[config.mk]
export PLATFORM = sky130hd
export DESIGN_NAME = hf_ssp_tx_flat
export DESIGN_NICKNAME = d
export VERILOG_FILES = /design/src/rtl/hf_ssp_tx_if.sv /design/src/rtl/hf_ssp_tx.sv /design/src/flat_wrapper.sv
export SDC_FILE = /design/constraint.sdc
export NUM_CORES = 1
export LEC_CHECK = 0
export ABC_AREA = 1
export CORE_ASPECT_RATIO = 0.6
export CORE_MARGIN = 5
export CORE_UTILIZATION = 40
export CTS_BUF_LIST = sky130_fd_sc_hd__clkbuf_8
export CTS_CLUSTER_DIAMETER = 60
export DETAILED_ROUTE_END_ITERATION = 7
export PLACE_DENSITY = 0.65
export SLEW_MARGIN = 20
export SYNTH_ARGS = -nofsm -noshare
export SYNTH_HDL_FRONTEND = slang
export SYNTH_SLANG_ARGS = --single-unit
[constraint.sdc]
create_clock -name ck_1356meg -period 5.3 [get_ports ck_1356meg]
set_input_delay 1.06 -clock ck_1356meg [delete_from_list [all_inputs] [get_ports ck_1356meg]]
set_output_delay 1.06 -clock ck_1356meg [all_outputs]
set_load 0.05 [all_outputs]
[src/rtl/hf_ssp_tx_if.sv]
// Producer-side word handshake into the HF SSP serializer.
// Latency: n/a (wires only).
// Backpressure: producer holds in_data/in_valid until a cycle with in_ready high.
//
// Signals:
//   in_data  - word to send (WIDTH bits)
//   in_valid - producer offers in_data this cycle
//   in_ready - serializer accepts the offered word this cycle
interface hf_ssp_tx_if #(
    parameter int WIDTH = 8
);
    logic [WIDTH-1:0] in_data;
    logic             in_valid;
    logic             in_ready;

    modport master (output in_data, output in_valid, input  in_ready);
    modport slave  (input  in_data, input  in_valid, output in_ready);
endinterface

[src/rtl/hf_ssp_tx.sv]
// Framed SSP serializer: queues HF sample words and shifts each out MSB-first with ssp_clk/ssp_frame.
// Latency: word accepted at edge N into an empty FIFO with tx_en high drives its MSB from edge N+1.
// Backpressure: in_ready = registered (fifo_level < DEPTH); with HF_SSP_TX_DROP_EN, in_ready=1 and overflow is dropped/counted.
//
// Ports: ck_1356meg (clock), nreset (sync active-low reset), tx_en (allow new words),
//        in_if (slave word handshake), ssp_clk/ssp_frame/ssp_din (SSP link to ARM),
//        busy (word in flight), fifo_level (queued words), ovf_count (dropped words, drop build only).
// Optional feature macro: HF_SSP_TX_DROP_EN (never stall producer, drop and count overflow).
module hf_ssp_tx #(
    parameter int WIDTH   = 8,
    parameter int CLK_DIV = 4,
    parameter int DEPTH   = 4
) (
    input  logic                     ck_1356meg,
    input  logic                     nreset,
    input  logic                     tx_en,
    hf_ssp_tx_if.slave               in_if,
    output logic                     ssp_clk,
    output logic                     ssp_frame,
    output logic                     ssp_din,
    output logic                     busy,
    output logic [$clog2(DEPTH):0]   fifo_level,
    output logic [7:0]               ovf_count
);
    localparam int AW = $clog2(DEPTH);
    localparam int LW = AW + 1;
    localparam int DW = $clog2(2 * CLK_DIV);
    localparam int BW = $clog2(WIDTH);
    localparam logic [DW-1:0] DIV_LAST  = DW'(2 * CLK_DIV - 1);
    localparam logic [DW-1:0] DIV_HALF  = DW'(CLK_DIV);
    localparam logic [BW-1:0] BIT_FIRST = BW'(WIDTH - 1);
    localparam logic [LW-1:0] LVL_FULL  = LW'(DEPTH);

    typedef enum logic {S_IDLE, S_SHIFT} state_t;

    state_t            state_q, state_d;
    logic [WIDTH-1:0]  mem_q [DEPTH];
    logic [AW-1:0]     wr_ptr_q, wr_ptr_d;
    logic [AW-1:0]     rd_ptr_q, rd_ptr_d;
    logic [LW-1:0]     level_q, level_d;
    logic [WIDTH-1:0]  sr_q, sr_d;
    logic [BW-1:0]     bit_q, bit_d;
    logic [DW-1:0]     div_q, div_d;
    logic              push, pop, full, empty;

    assign full  = (level_q == LVL_FULL);
    assign empty = (level_q == '0);

`ifdef HF_SSP_TX_DROP_EN
    logic [7:0] ovf_q, ovf_d;

    // Producer never stalls; a word offered while full is simply not written.
    assign in_if.in_ready = 1'b1;
    assign push           = in_if.in_valid & ~full;
    assign ovf_count      = ovf_q;

    always_comb begin
        ovf_d = ovf_q;
        if (in_if.in_valid && full && (ovf_q != 8'hFF)) begin
            ovf_d = ovf_q + 8'd1;
        end
    end

    always_ff @(posedge ck_1356meg) begin
        if (!nreset) ovf_q <= 8'd0;
        else         ovf_q <= ovf_d;
    end
`else
    logic in_ready_q;

    // Registered from next level so it always equals (fifo_level < DEPTH) outside reset.
    assign in_if.in_ready = in_ready_q;
    assign push           = in_if.in_valid & in_ready_q;
    assign ovf_count      = 8'd0;

    always_ff @(posedge ck_1356meg) begin
        if (!nreset) in_ready_q <= 1'b0;
        else         in_ready_q <= (level_d < LVL_FULL);
    end
`endif

    // Shifter FSM: pop decisions happen in IDLE or on the last wrap of a word,
    // so consecutive words run without an idle bit.
    always_comb begin
        state_d = state_q;
        sr_d    = sr_q;
        bit_d   = bit_q;
        div_d   = div_q;
        pop     = 1'b0;
        case (state_q)
            S_IDLE: begin
                if (tx_en && !empty) begin
                    pop     = 1'b1;
                    state_d = S_SHIFT;
                end
            end
            S_SHIFT: begin
                if (div_q == DIV_LAST) begin
                    div_d = '0;
                    if (bit_q == '0) begin
                        if (tx_en && !empty) pop = 1'b1;
                        else                 state_d = S_IDLE;
                    end else begin
                        sr_d  = {sr_q[WIDTH-2:0], 1'b0};
                        bit_d = bit_q - BW'(1);
                    end
                end else begin
                    div_d = div_q + DW'(1);
                end
            end
            default: state_d = S_IDLE;
        endcase
        if (pop) begin
            sr_d  = mem_q[rd_ptr_q];
            bit_d = BIT_FIRST;
            div_d = '0;
        end
    end

    // Pointers wrap naturally because DEPTH is a power of two.
    always_comb begin
        wr_ptr_d = push ? wr_ptr_q + AW'(1) : wr_ptr_q;
        rd_ptr_d = pop  ? rd_ptr_q + AW'(1) : rd_ptr_q;
        level_d  = level_q + LW'(push) - LW'(pop);
    end

    always_ff @(posedge ck_1356meg) begin
        if (push) mem_q[wr_ptr_q] <= in_if.in_data;
    end

    always_ff @(posedge ck_1356meg) begin
        if (!nreset) begin
            state_q  <= S_IDLE;
            wr_ptr_q <= '0;
            rd_ptr_q <= '0;
            level_q  <= '0;
            sr_q     <= '0;
            bit_q    <= '0;
            div_q    <= '0;
        end else begin
            state_q  <= state_d;
            wr_ptr_q <= wr_ptr_d;
            rd_ptr_q <= rd_ptr_d;
            level_q  <= level_d;
            sr_q     <= sr_d;
            bit_q    <= bit_d;
            div_q    <= div_d;
        end
    end

    assign busy       = (state_q == S_SHIFT);
    assign ssp_clk    = busy & (div_q >= DIV_HALF);
    assign ssp_frame  = busy & (bit_q == BIT_FIRST);
    assign ssp_din    = busy & sr_q[WIDTH-1];
    assign fifo_level = level_q;
endmodule
[src/flat_wrapper.sv]
// flat-port wrapper written by rule: the top's interface ports become plain ports
module hf_ssp_tx_flat 
#(
    parameter int WIDTH   = 8,
    parameter int CLK_DIV = 4,
    parameter int DEPTH   = 4
)
  (ck_1356meg, nreset, tx_en, ssp_clk, ssp_frame, ssp_din, busy, fifo_level, ovf_count, in_if_in_data, in_if_in_valid, in_if_in_ready);
  hf_ssp_tx_if #(.WIDTH(WIDTH)) in_if_i ();
  input  logic ck_1356meg;
  input  logic nreset;
  input  logic tx_en;
  output logic ssp_clk;
  output logic ssp_frame;
  output logic ssp_din;
  output logic busy;
  output logic [$clog2(DEPTH):0] fifo_level;
  output logic [7:0] ovf_count;
  input wire logic [$bits(in_if_i.in_data)-1:0] in_if_in_data;
  input wire logic [$bits(in_if_i.in_valid)-1:0] in_if_in_valid;
  output wire logic [$bits(in_if_i.in_ready)-1:0] in_if_in_ready;
  assign in_if_i.in_data = in_if_in_data;
  assign in_if_i.in_valid = in_if_in_valid;
  assign in_if_in_ready = in_if_i.in_ready;
  hf_ssp_tx #(.WIDTH(WIDTH), .CLK_DIV(CLK_DIV), .DEPTH(DEPTH)) u_core (.ck_1356meg(ck_1356meg), .nreset(nreset), .tx_en(tx_en), .in_if(in_if_i), .ssp_clk(ssp_clk), .ssp_frame(ssp_frame), .ssp_din(ssp_din), .busy(busy), .fifo_level(fifo_level), .ovf_count(ovf_count));
endmodule
-- Word level (Yosys, flattened, before mapping)
Memory sizes are Yosys's and may differ from the RTL's. A register that Yosys moved wholly into a read port is not among the register bits.
Index checks and enable logic that the tools add are counted.
- input bits: 12
- RAM bits: 32
- output and inout port bits: 16
- memories kept: 1
- register bits after elaboration: 23
- memory list (name ; words ; bits a word ; rd ports ; clocked after Yosys merged registers in ; write ports ; line ; RTL):
    u_core.mem_q ; 4 ; 8 ; 1 ; 1 ; 1 ; hf_ssp_tx.sv:37 ; logic [WIDTH-1:0] mem_q [DEPTH];
- magnitude comparators: 2
- multiplexer cells: 20
- reduce and logical (&&, ||, !) cells: 8
- bitwise logic cells: 6
- add/sub/neg operators: 6
- equal/unequal tests: 3
- operator list (kind ; number):
    $mux W8 ; 4
    $mux W3 ; 5
    $mux W1 ; 7
    $eq A3 B3 Y1 const B ; 2
    $logic_not A3 Y1 ; 2
    $add A2 B1 Y2 const B ; 2
    $and A1 B1 Y1 ; 4
    $mux W2 ; 2
    $pmux W1 S2 ; 2
    $reduce_bool A2 Y1 ; 2
    $add A3 B1 Y3 ; 1
    $add A3 B1 Y3 const B ; 1
    $ge A3 B3 Y1 const B ; 1
    $lt A3 B3 Y1 const B ; 1
    $reduce_and A3 Y1 ; 1
    $sub A3 B1 Y3 ; 1
    $sub A3 B1 Y3 const B ; 1
    $ne A2 B1 Y1 const B ; 1
    $not A1 Y1 ; 2
    $reduce_or A2 Y1 ; 1
    $logic_and A1 B1 Y1 ; 1
    $logic_not A1 Y1 ; 1

-- Longest topological paths before layout
Gate-level depths: netlist of the first run.
- word-level depth: 9
- mapped depth: 14

-- Worst setup path before layout of the first run
OpenSTA, ideal clock, no wires.
- path kind: input-to-reg
- start: input port tx_en
- end: register u_core.in_ready_q, in the netlist u_core.in_if.in_ready
- stages: 10
- data arrival time: 2614 ps
- path slack: 2571 ps
- path buffers: 1
- cell sequence: nand2_1 -> nor2_4 -> buf_6 -> ha_1 -> inv_1 -> ha_1 -> fa_1 -> xnor2_1 -> xor2_1 -> and2_1
- longest elaborated chain between the ends: 7
- RTL lines (element ; line ; RTL):
    from (decl) ; flat_wrapper.sv:12 ; input logic tx_en;
    $logic_and A1 B1 Y1 (*) ; hf_ssp_tx.sv:92, hf_ssp_tx.sv:101 ;
    $mux W1 (*) ; hf_ssp_tx.sv:92, hf_ssp_tx.sv:101 ;
    $mux W1 ; hf_ssp_tx.sv:100 ; if (bit_q == '0) begin
    $mux W1 ; hf_ssp_tx.sv:98 ; if (div_q == DIV_LAST) begin
    $pmux W1 S2 (*) ; hf_ssp_tx.sv:90 ; case (state_q)
    $sub A3 B1 Y3 (*) ; hf_ssp_tx.sv:124 ; level_d = level_q + LW'(push) - LW'(pop);
    $lt A3 B3 Y1 (*) ; hf_ssp_tx.sv:78 ; else in_ready_q <= (level_d < LVL_FULL);
    to (signal assigned) ; hf_ssp_tx.sv:78 ;
    to (decl) ; hf_ssp_tx.sv:69 ; logic in_ready_q;
Every way passes the cells marked *; elsewhere a longest branch is shown, timed or not.
A chain may end at the register's enable or synchronous reset.

-- Worst setup path in the final report of the first run
- start: register u_core.state_q, in the netlist u_core.busy
- end: output port ssp_frame
- longest elaborated chain between the ends: 1
- RTL lines (element ; line ; RTL):
    from (decl) ; hf_ssp_tx.sv:36 ; state_t state_q, state_d;
    from (signal assigned) ; hf_ssp_tx.sv:141 ; state_q <= state_d;
    $and A1 B1 Y1 ; hf_ssp_tx.sv:153 ; assign ssp_frame = busy & (bit_q == BIT_FIRST);
    to (decl) ; flat_wrapper.sv:14 ; output logic ssp_frame;
No other way between the ends.

==> impl_metrics.ini, run 1 <==
[detailed_routing]
viasPerCell = 4.38
drtIter0Drc = 70
drc = 0
drt_first_pass_iters = 4
routed_wl_mm = 4.97
antenna_left = 0
wl_per_cell_um = 11.9
via_count = 1835

[grt]
antenna_found_initial = 0
grt_pass1_wl_mm = 8.39
grt_pass1_vias = 1765
grt-ovfl-total = 0
grtUsageTotal_pct = 12.4
grt_start_max_net_pins = 30

[placement]
portBuffers = 19
dpl.cell_count = 403
place_hpwl_mm = 3.47
place_area_um2 = 2960
gp_congestion = 0.745

[outcome]
outcome = finished clean

[final_layout]
multi_input_area_um2 = 1000
syn_to_final_growth_pct = 13.6
fill_cells = 666
drive_above_1_share_pct = 9.04
n_antenna_cell = 0
final_nets = 351
fin_cells = 419
design_area_um2 = 3150
ff_latch_area_um2 = 1460

[synth]
ys_types = 30
synthAdderAreaFrac_pct = 5.69
synth.avg_cell_area_um2 = 8.99
synthMuxAreaShare_pct = 0
synth_xor_area_share_pct = 1.26
synth_compound_area_share_pct = 4.43
ys_ff_latch = 57
synth_top_family_by_area = simple AND/OR/NAND/NOR gates
ys_warn_count = 0
synthSimpleGateAreaFrac_pct = 23.6
syn_inst = 308
seq_area_frac_synth_pct = 52.8
synth_area_um2 = 2770

[floorplan]
rows = 23
start_util_pct = 41.3
core_um2 = 6710
ios = 28
die_area_um2 = 8740
die_w_um = 117
die_h_um = 74.5

[clock_network]
cts_buffers = 9
ctsHoldBuffers = 0
clock_sinks = 57
cts.path.max_buffers = 2
post_cts_buffers = 0
clkTransAtPathRegs_ps = 70
cts_resized = 0
cts_root_buf = clkbuf_8
insertion_delay_ps = 340
cts_tree = built
htree_levels = 3

[power]
p_int_mw = 0.945
pwr-share-seq_pct = 40.8
fin_total_pwr_mw = 1.48
powerDensity_nw_per_um2 = 471
irDropWorstVdd_mv = 0.301
p_clk_share_pct = 26.3
p_sw_share_pct = 36.3
power_switching_mw = 0.538
p_leak_nw = 1.43
combPwrFrac_pct = 32.9

[setup_path]
crit_path_end_kind = output pin
worstSetupPathType = flop to output pin
cp.arrival_ps = 2000
required_ps = 4240
startpoint = u_core.busy$_SDFF_PN0_
rrSetupSlack_ps = 2690
r2r_end = u_core.in_if.in_ready$_SDFF_PN0_
timing.critical_path.to = ssp_frame
worst_setup_path_start_kind = flop
reg2regPathDepth = 13
critPathMaxFanout = 10
r2r_start = u_core.div_q[0]$_SDFFE_PP0P_

[timing]
fin_tns_setup_ps = 0
fin_crit_sh_pct = 57.8
fmax_mhz = 327
worst_pin_slew_ps = 924
rsz0062_at_grt = no
hold_ws_ps = 469
slew_headroom_pct = 38.2
fin_worst_skew_ps = 11.4
drv_slew = 0
finalSetupViolCount = 0
finalCriticalPeriod_ps = 3060
final_hold_viol_count = 0

[min_path]
min_path_type = flop to flop

[run]
cap_violations = 0
layout make-up:
type,instances,area share [%]
Timing Repair Buffer,19,6.05
Tap cell,87,3.46
Sequential cell,57,46.5
Clock inverter,6,1.63
Multi-Input combinational cell,189,31.8
Inverter,51,6.25
Clock buffer,10,4.38
registers in the layout, indices dropped and copies added, names as in the netlist, named ones only:
register,flops
u_core.div_q,3
u_core.busy,1
u_core.mem_q,32
u_core.rd_ptr_q,2
u_core.sr_q,8
u_core.wr_ptr_q,2
u_core.in_if.in_ready,1
u_core.bit_q,3
u_core.fifo_level,3
metrics by stage:
stage / util (%) / setup slack [ps]
2_1_floorplan: - / 2570
3_3_place_gp: 44.1 / 1980
3_5_place_dp: 44.1 / 1910
4_1_cts: 46.9 / 2220
5_1_grt: 46.9 / 2080
6_report: 46.9 / 2240
power groups by stage:
stage          Clock (mW)  Combinational (mW)  Sequential [mW]
2_1_floorplan           0               0.383            0.627
3_3_place_gp            0               0.481            0.611
3_5_place_dp            0               0.492            0.612
4_1_cts             0.398               0.495            0.604
5_1_grt             0.422               0.560            0.615
6_report            0.390               0.489            0.604
cell usage after synthesis (all sizes together):
master   n  share of area, %
nand3   23               4.8
or2      6               1.4
nand2   83                12
xnor2    2              0.63
conb     1              0.14
and2     1              0.23
o211ai   1              0.27
ha      11               5.0
inv     51               7.1
buf     17               4.9
o21ai    6               1.1
nor2    25               3.7
dfxtp   25                18
clkbuf   1              0.14
xor2     2              0.63
edfxtp  32                35
nand3b   6               1.6
fa       1              0.72
a21oi   14               3.1
layout by cell type (no fill, tap or decap):
cell,instances
xnor2_1,2
nor2_4,1
xor2_1,2
nand3_2,1
nand3_1,21
inv_6,1
o211ai_1,1
or2_2,6
a21oi_2,1
bufinv_16,1
ha_1,11
nand3_4,1
nor2_1,24
conb_1,8
dfxtp_1,25
clkinv_2,2
inv_2,1
a21oi_4,1
clkbuf_8,10
a21oi_1,12
clkdlybuf4s50_1,19
nand2_4,2
nand2_1,79
and2_1,1
fa_1,1
o21ai_0,6
edfxtp_1,32
inv_1,51
clkinv_1,1
nand2_2,2
nand3b_1,6
worst min-delay path by stage:
| stage | startpoint | cells after the start | to | slack (ps) |
|---|---|---|---|---|
| final | u_core.div_q[1]$_SDFFE_PP0P_ | 2 | u_core.div_q[1]$_SDFFE_PP0P_ | 470 |
| after global routing | u_core.div_q[1]$_SDFFE_PP0P_ | 2 | u_core.div_q[1]$_SDFFE_PP0P_ | 490 |
| after floorplan | u_core.div_q[1]$_SDFFE_PP0P_ | 2 | u_core.div_q[1]$_SDFFE_PP0P_ | 440 |
| after CTS | u_core.div_q[1]$_SDFFE_PP0P_ | 2 | u_core.div_q[1]$_SDFFE_PP0P_ | 470 |
| after detailed placement | u_core.div_q[1]$_SDFFE_PP0P_ | 2 | u_core.div_q[1]$_SDFFE_PP0P_ | 460 |
| after global placement | u_core.div_q[1]$_SDFFE_PP0P_ | 2 | u_core.div_q[1]$_SDFFE_PP0P_ | 450 |
critical path: stages (launching register included):
cell	delay, ps
dfxtp_1	640
nand2_1	90
nor2_1	120
clkdlybuf4s50_1	810
routing by layer:
metal / up-vias / part of all wire [%] / track usage, %
met5: - / 0 / 0
met4: 0 / 0.84 / 3.47
met3: 6 / 4.9 / 5.70
met2: 31 / 40 / 17.7
met1: 817 / 54 / 17.2
li1: 981 / - / -
cells by family (layout without fill, tap and decap cells):
kind of cell | Yosys count | after routing
flops | 57 | 57
buf+inv | 69 | 86
xor+xnor | 4 | 4
fa+ha+maj | 12 | 12
simple gates | 144 | 144
other cells | 1 | 8
compound gates | 21 | 21
Power figures use the tool's default switching activity.
==> inputs of run 2 (changes only) <==
==> constraint.sdc (replaced) <==
create_clock -name ck_1356meg -period 3.1 [get_ports ck_1356meg]
set_input_delay 0.62 -clock ck_1356meg [delete_from_list [all_inputs] [get_ports ck_1356meg]]
set_output_delay 0.62 -clock ck_1356meg [all_outputs]
set_load 0.05 [all_outputs]
==> impl_metrics.ini, run 2 (synthesized netlist as in run 1, its figures left out) <==
[grt]
grt_pass1_wl_mm = 8.25
grt_start_max_net_pins = 30
grtUsageTotal_pct = 12.3
grt_pass1_vias = 1716
grt-ovfl-total = 0
antenna_found_initial = 0

[floorplan]
start_util_pct = 41.3
die_h_um = 74.5
die_area_um2 = 8740
rows = 23
ios = 28
core_um2 = 6710
die_w_um = 117

[setup_path]
cp.arrival_ps = 1960
r2r_end = u_core.in_if.in_ready$_SDFF_PN0_
critPathMaxFanout = 10
r2r_start = u_core.div_q[0]$_SDFFE_PP0P_
crit_path_end_kind = output pin
slowest_stage = clkdlybuf4s50_1
reg2regPathDepth = 13
worstSetupPathType = flop to output pin
worst_setup_path_start_kind = flop
max_stage_delay_ps = 800
crit_chain = nand2_1, nor2_1, clkdlybuf4s50_1
required_ps = 2480
rrSetupSlack_ps = 590

[power]
p_leak_nw = 1.45
fin_total_pwr_mw = 2.45
powerDensity_nw_per_um2 = 774
irDropWorstVdd_mv = 0.478

[final_layout]
largest_reg_flops = 32
design_area_um2 = 3170
final_nets = 357
regMostFlops = u_core.mem_q
reg.largest.list = u_core.mem_q x32, u_core.sr_q x8
layout_commonest_cell = nand2_1
syn_to_final_growth_pct = 14.3
drive_above_1_share_pct = 10.7
final_cell_mix = 79 x nand2_1, 50 x inv_1, 32 x edfxtp_1, 25 x dfxtp_1, 24 x nor2_1
n_antenna_cell = 0

[placement]
pre_cts_slack_ps = 358
gp_congestion = 0.742
portBuffers = 19
place_hpwl_mm = 3.46
place_area_um2 = 3000

[min_path]
holdPathStages = 2
min_path_type = flop to flop
hp-start = u_core.div_q[1]$_SDFFE_PP0P_
min_to = u_core.div_q[1]$_SDFFE_PP0P_

[detailed_routing]
antenna_left = 0
wl_per_cell_um = 11.6
drt_first_pass_iters = 4
drc = 0
via_count = 1858
viasPerCell = 4.37
routed_wl_mm = 4.94
drtIter0Drc = 59

[run]
cap_violations = 0

[timing]
slew_headroom_pct = 44.8
fin_worst_skew_ps = 5.38
fmax_mhz = 387
drv_slew = 0
finalSetupViolCount = 0
worst_pin_slew_ps = 827
fin_crit_sh_pct = 83.3
finalCriticalPeriod_ps = 2580
rsz0062_at_grt = no
setup_ws_ps = 519
final_hold_viol_count = 0
fin_tns_setup_ps = 0
hold_ws_ps = 475

[clock_network]
cts_buffers = 9
cts_root_buf = clkbuf_8
insertion_delay_ps = 330
ctsHoldBuffers = 0
htree_levels = 3
clock_sinks = 57
cts.path.max_buffers = 2
post_cts_buffers = 0
cts_tree = built
clkTransAtPathRegs_ps = 60
cts_resized = 0

[outcome]
outcome = finished clean
-- run 2: cell types whose count changed in the layout (fill, tap and decap cells not counted) --
cell | previous run | this run
buf_4 | 0 | 6
clkinv_1 | 1 | 2
inv_1 | 51 | 50
clkinv_2 | 2 | 3
bufinv_16 | 1 | 0
-- run 2: how the worst max path moves through the flow --
stage | startpoint | endpoint | slack [ps] | depth (start not counted)
global route | u_core.busy$_SDFF_PN0_ | ssp_frame | 360 | 3
finish | u_core.busy$_SDFF_PN0_ | ssp_frame | 520 | 3
CTS | u_core.busy$_SDFF_PN0_ | ssp_frame | 480 | 3
detailed placement | tx_en | u_core.in_if.in_ready$_SDFF_PN0_ | 360 | 10
floorplan | u_core.busy$_SDFF_PN0_ | u_core.in_if.in_ready$_SDFF_PN0_ | 540 | 12
global placement | tx_en | u_core.in_if.in_ready$_SDFF_PN0_ | 400 | 10
-- run 2: cell type report --
cell class / count / area [um2]
clock buffers: 10 / 138
inverters: 51 / 196
multi-input cells: 189 / 1000
fillers: 655 / 3540
repair buffers: 25 / 235
well taps: 87 / 109
clock inverters: 6 / 26.3
flip-flops and latches: 57 / 1460
-- run 2: through the flow --
step,std cells,utilization (%)
6_report,425,47.2
5_1_grt,425,47.2
4_1_cts,425,47.2
3_5_place_dp,409,44.8
3_3_place_gp,409,44.8
2_1_floorplan,315,-
-- run 2: per-layer routing --
| layer | part of all wire (%) | track usage (%) |
|---|---|---|
| met4 | 1.1 | 5.02 |
| met5 | 0 | 0 |
| met2 | 40 | 16.7 |
| met1 | 53 | 17.2 |
| met3 | 5.8 | 5.09 |
-- run 2: worst max-delay path, delay by kind of cell, from the launching register on --
family | cells | cell delay (ps)
buffers and inverters | 1 | 800
DFF | 1 | 630
and+or+nand+nor | 2 | 200
-- run 2: power by group --
group          leakage (nW)  internal, mW  switching, mW  total [mW]
registers             0.494         0.925          0.105        1.03
logic                 0.863         0.319          0.523       0.842
clock network        0.0921         0.298          0.280       0.578
==> inputs of run 3 (changes only) <==
--- a/config.mk
+++ b/config.mk
@@ -12,7 +12,7 @@
 export CTS_BUF_LIST = sky130_fd_sc_hd__clkbuf_8
 export CTS_CLUSTER_DIAMETER = 60
 export DETAILED_ROUTE_END_ITERATION = 7
-export PLACE_DENSITY = 0.65
+export PLACE_DENSITY = 0.68
 export SLEW_MARGIN = 20
 export SYNTH_ARGS = -nofsm -noshare
 export SYNTH_HDL_FRONTEND = slang
==> constraint.sdc (replaced) <==
create_clock -name ck_1356meg -period 2.25 [get_ports ck_1356meg]
set_input_delay 0.45 -clock ck_1356meg [delete_from_list [all_inputs] [get_ports ck_1356meg]]
set_output_delay 0.45 -clock ck_1356meg [all_outputs]
set_load 0.05 [all_outputs]
==> impl_metrics.ini, run 3 (synthesized netlist as in run 1, its figures left out) <==
[outcome]
outcome = finished clean

[grt]
grt_pass1_wl_mm = 8.48
grtUsageTotal_pct = 12.6
grt-ovfl-total = 0
grt_pass1_vias = 1753
grt_start_max_net_pins = 30
antenna_found_initial = 0

[power]
powerDensity_nw_per_um2 = 1130
combPwrFrac_pct = 34.2
p_leak_nw = 1.52
p_int_mw = 2.44
power_switching_mw = 1.35
p_sw_share_pct = 35.7
irDropWorstVdd_mv = 0.582
p_clk_share_pct = 28.1
pwr-share-seq_pct = 37.6

[setup_path]
crit_path_end_kind = flop
cp_num_buf_inv = 2
path_common_cell = ha_4
worst_setup_path_start_kind = flop
worst_path_dominant_cell_family = adder cells
crit_chain = ha_4, ha_4, inv_4, nand2_4, nand2_4, nor2_4, ha_4, inv_2, ha_4, fa_2, xnor2_2, xor2_1, and2_1
cp.arrival_ps = 2420
critPathMaxFanout = 3
slowest_stage = dfxtp_2
max_stage_delay_ps = 340
worstSetupPathType = flop to flop
required_ps = 2490

[timing]
hold_ws_ps = 475
fin_crit_sh_pct = 96.9
worst_pin_slew_ps = 868
drv_slew = 0
fmax_mhz = 459
slew_headroom_pct = 42.1
finalCriticalPeriod_ps = 2180
finalSetupViolCount = 0
fin_worst_skew_ps = 11.8
final_hold_viol_count = 0
rsz0062_at_grt = yes

[detailed_routing]
via_count = 1921
drtIter0Drc = 109
viasPerCell = 4.44
routed_wl_mm = 5.04
drt_first_pass_iters = 4
wl_per_cell_um = 11.6
antenna_left = 0
drc = 0

[run]
cap_violations = 0

[final_layout]
n_antenna_cell = 0
final_cell_mix = 79 x nand2_1, 47 x inv_1, 32 x edfxtp_1, 24 x nor2_1, 21 x nand3_1
regMostFlops = u_core.mem_q
fin_cells = 433
final_nets = 365
fill_cells = 640
reg.largest.list = u_core.mem_q x32, u_core.sr_q x8
drive_above_1_share_pct = 19.4
largest_reg_flops = 32
final_core_util_pct = 50.2
syn_to_final_growth_pct = 21.5
layout_commonest_cell = nand2_1

[clock_network]
cts_buffers = 9
ctsHoldBuffers = 0
htree_levels = 3
insertion_delay_ps = 340
cts_tree = built
clock_sinks = 57
cts_root_buf = clkbuf_8
cts.path.max_buffers = 2
clkTransAtPathRegs_ps = 80

[placement]
gp_congestion = 0.783
portBuffers = 19
place_hpwl_mm = 3.60
dpl.cell_count = 416

[floorplan]
ios = 28
rows = 23
die_area_um2 = 8740
core_um2 = 6710
start_util_pct = 41.3
die_h_um = 74.5
die_w_um = 117

[min_path]
min_path_type = flop to flop
## run 3: cell count changes in the layout (fill, tap and decap cells not counted), moves of 2 or more
| cell | change |
|---|---|
| ha_1 | -5 |
| ha_4 | +4 |
| bufinv_16 | +2 |
| clkinv_4 | +3 |
| clkinv_1 | -2 |
| dfxtp_2 | +8 |
| clkinv_2 | -3 |
| nand2_2 | -2 |
| buf_4 | +11 |
| inv_1 | -3 |
| clkdlybuf4s50_1 | -3 |
| nand2_4 | +2 |
| dfxtp_1 | -8 |
## run 3: routing by layer
metal | up-vias | track usage (%) | routed length (um)
met5 | - | 0 | 0
met4 | 0 | 5.41 | 93
met3 | 9 | 5.02 | 246
met2 | 37 | 17.0 | 1990
met1 | 864 | 17.8 | 2710
li1 | 1011 | - | -
## run 3: layout make-up
cell class                      instances  area [um2]  area share, %
Clock buffer                            9         124           3.68
Clock inverter                          7         103           3.05
Inverter                               51         199           5.91
Multi-Input combinational cell        189        1070           31.9
Sequential cell                        57        1470           43.7
Tap cell                               87         109           3.23
Timing Repair Buffer                   33         288           8.55
## run 3: worst register-to-register path, delay by kind of cell, from the launching register on
kind / cells / cell delay (ps)
XOR/XNOR: 2 / 310
buffers and inverters: 2 / 90
flip-flops: 1 / 340
adder cells (fa/ha/maj): 5 / 1050
AND/OR/NAND/NOR: 4 / 310
## run 3: power groups by stage
| stage | clock network, mW | registers (mW) | logic (mW) |
|---|---|---|---|
| 2_1_floorplan | 0 | 1.49 | 0.963 |
| 6_report | 1.07 | 1.43 | 1.30 |
| 3_3_place_gp | 0 | 1.44 | 1.27 |
| 5_1_grt | 1.14 | 1.45 | 1.47 |
| 3_5_place_dp | 0 | 1.44 | 1.29 |
| 4_1_cts | 1.09 | 1.42 | 1.30 |
## run 3: path summary, 6_finish.rpt
kind | start | endpoint | slack, ps | cells after the start
worst min register to register | u_core.rd_ptr_q[0]$_SDFFE_PN0N_ | flop | 470 | 1
worst min-delay path | u_core.rd_ptr_q[0]$_SDFFE_PN0N_ | flop | 470 | 1
worst max register to register | u_core.div_q[0]$_SDFFE_PP0P_ | u_core.in_if.in_ready$_SDFF_PN0_ | 70 | 13
worst max-delay path | u_core.div_q[0]$_SDFFE_PP0P_ | u_core.in_if.in_ready$_SDFF_PN0_ | 70 | 13
## run 3: stage by stage
| stage | instance area [um2] | worst slack, ps | power, mW | TNS, ps |
|---|---|---|---|---|
| 2_1_floorplan | 2870 | -86.9 | 2.45 | -112 |
| 3_3_place_gp | 3120 | -167 | 2.71 | -290 |
| 3_5_place_dp | 3120 | -196 | 2.74 | -352 |
| 4_1_cts | 3350 | 7.78 | 3.81 | 0 |
| 5_1_grt | 3370 | -34.8 | 4.06 | -53.2 |
| 6_report | 3370 | 70.0 | 3.79 | 0 |
## run 3: repair_timing
action / CTS / global route
resized for setup: 0 / 4
endpoints found under the setup margin: 0 / 2
buffers inserted: 0 / 1
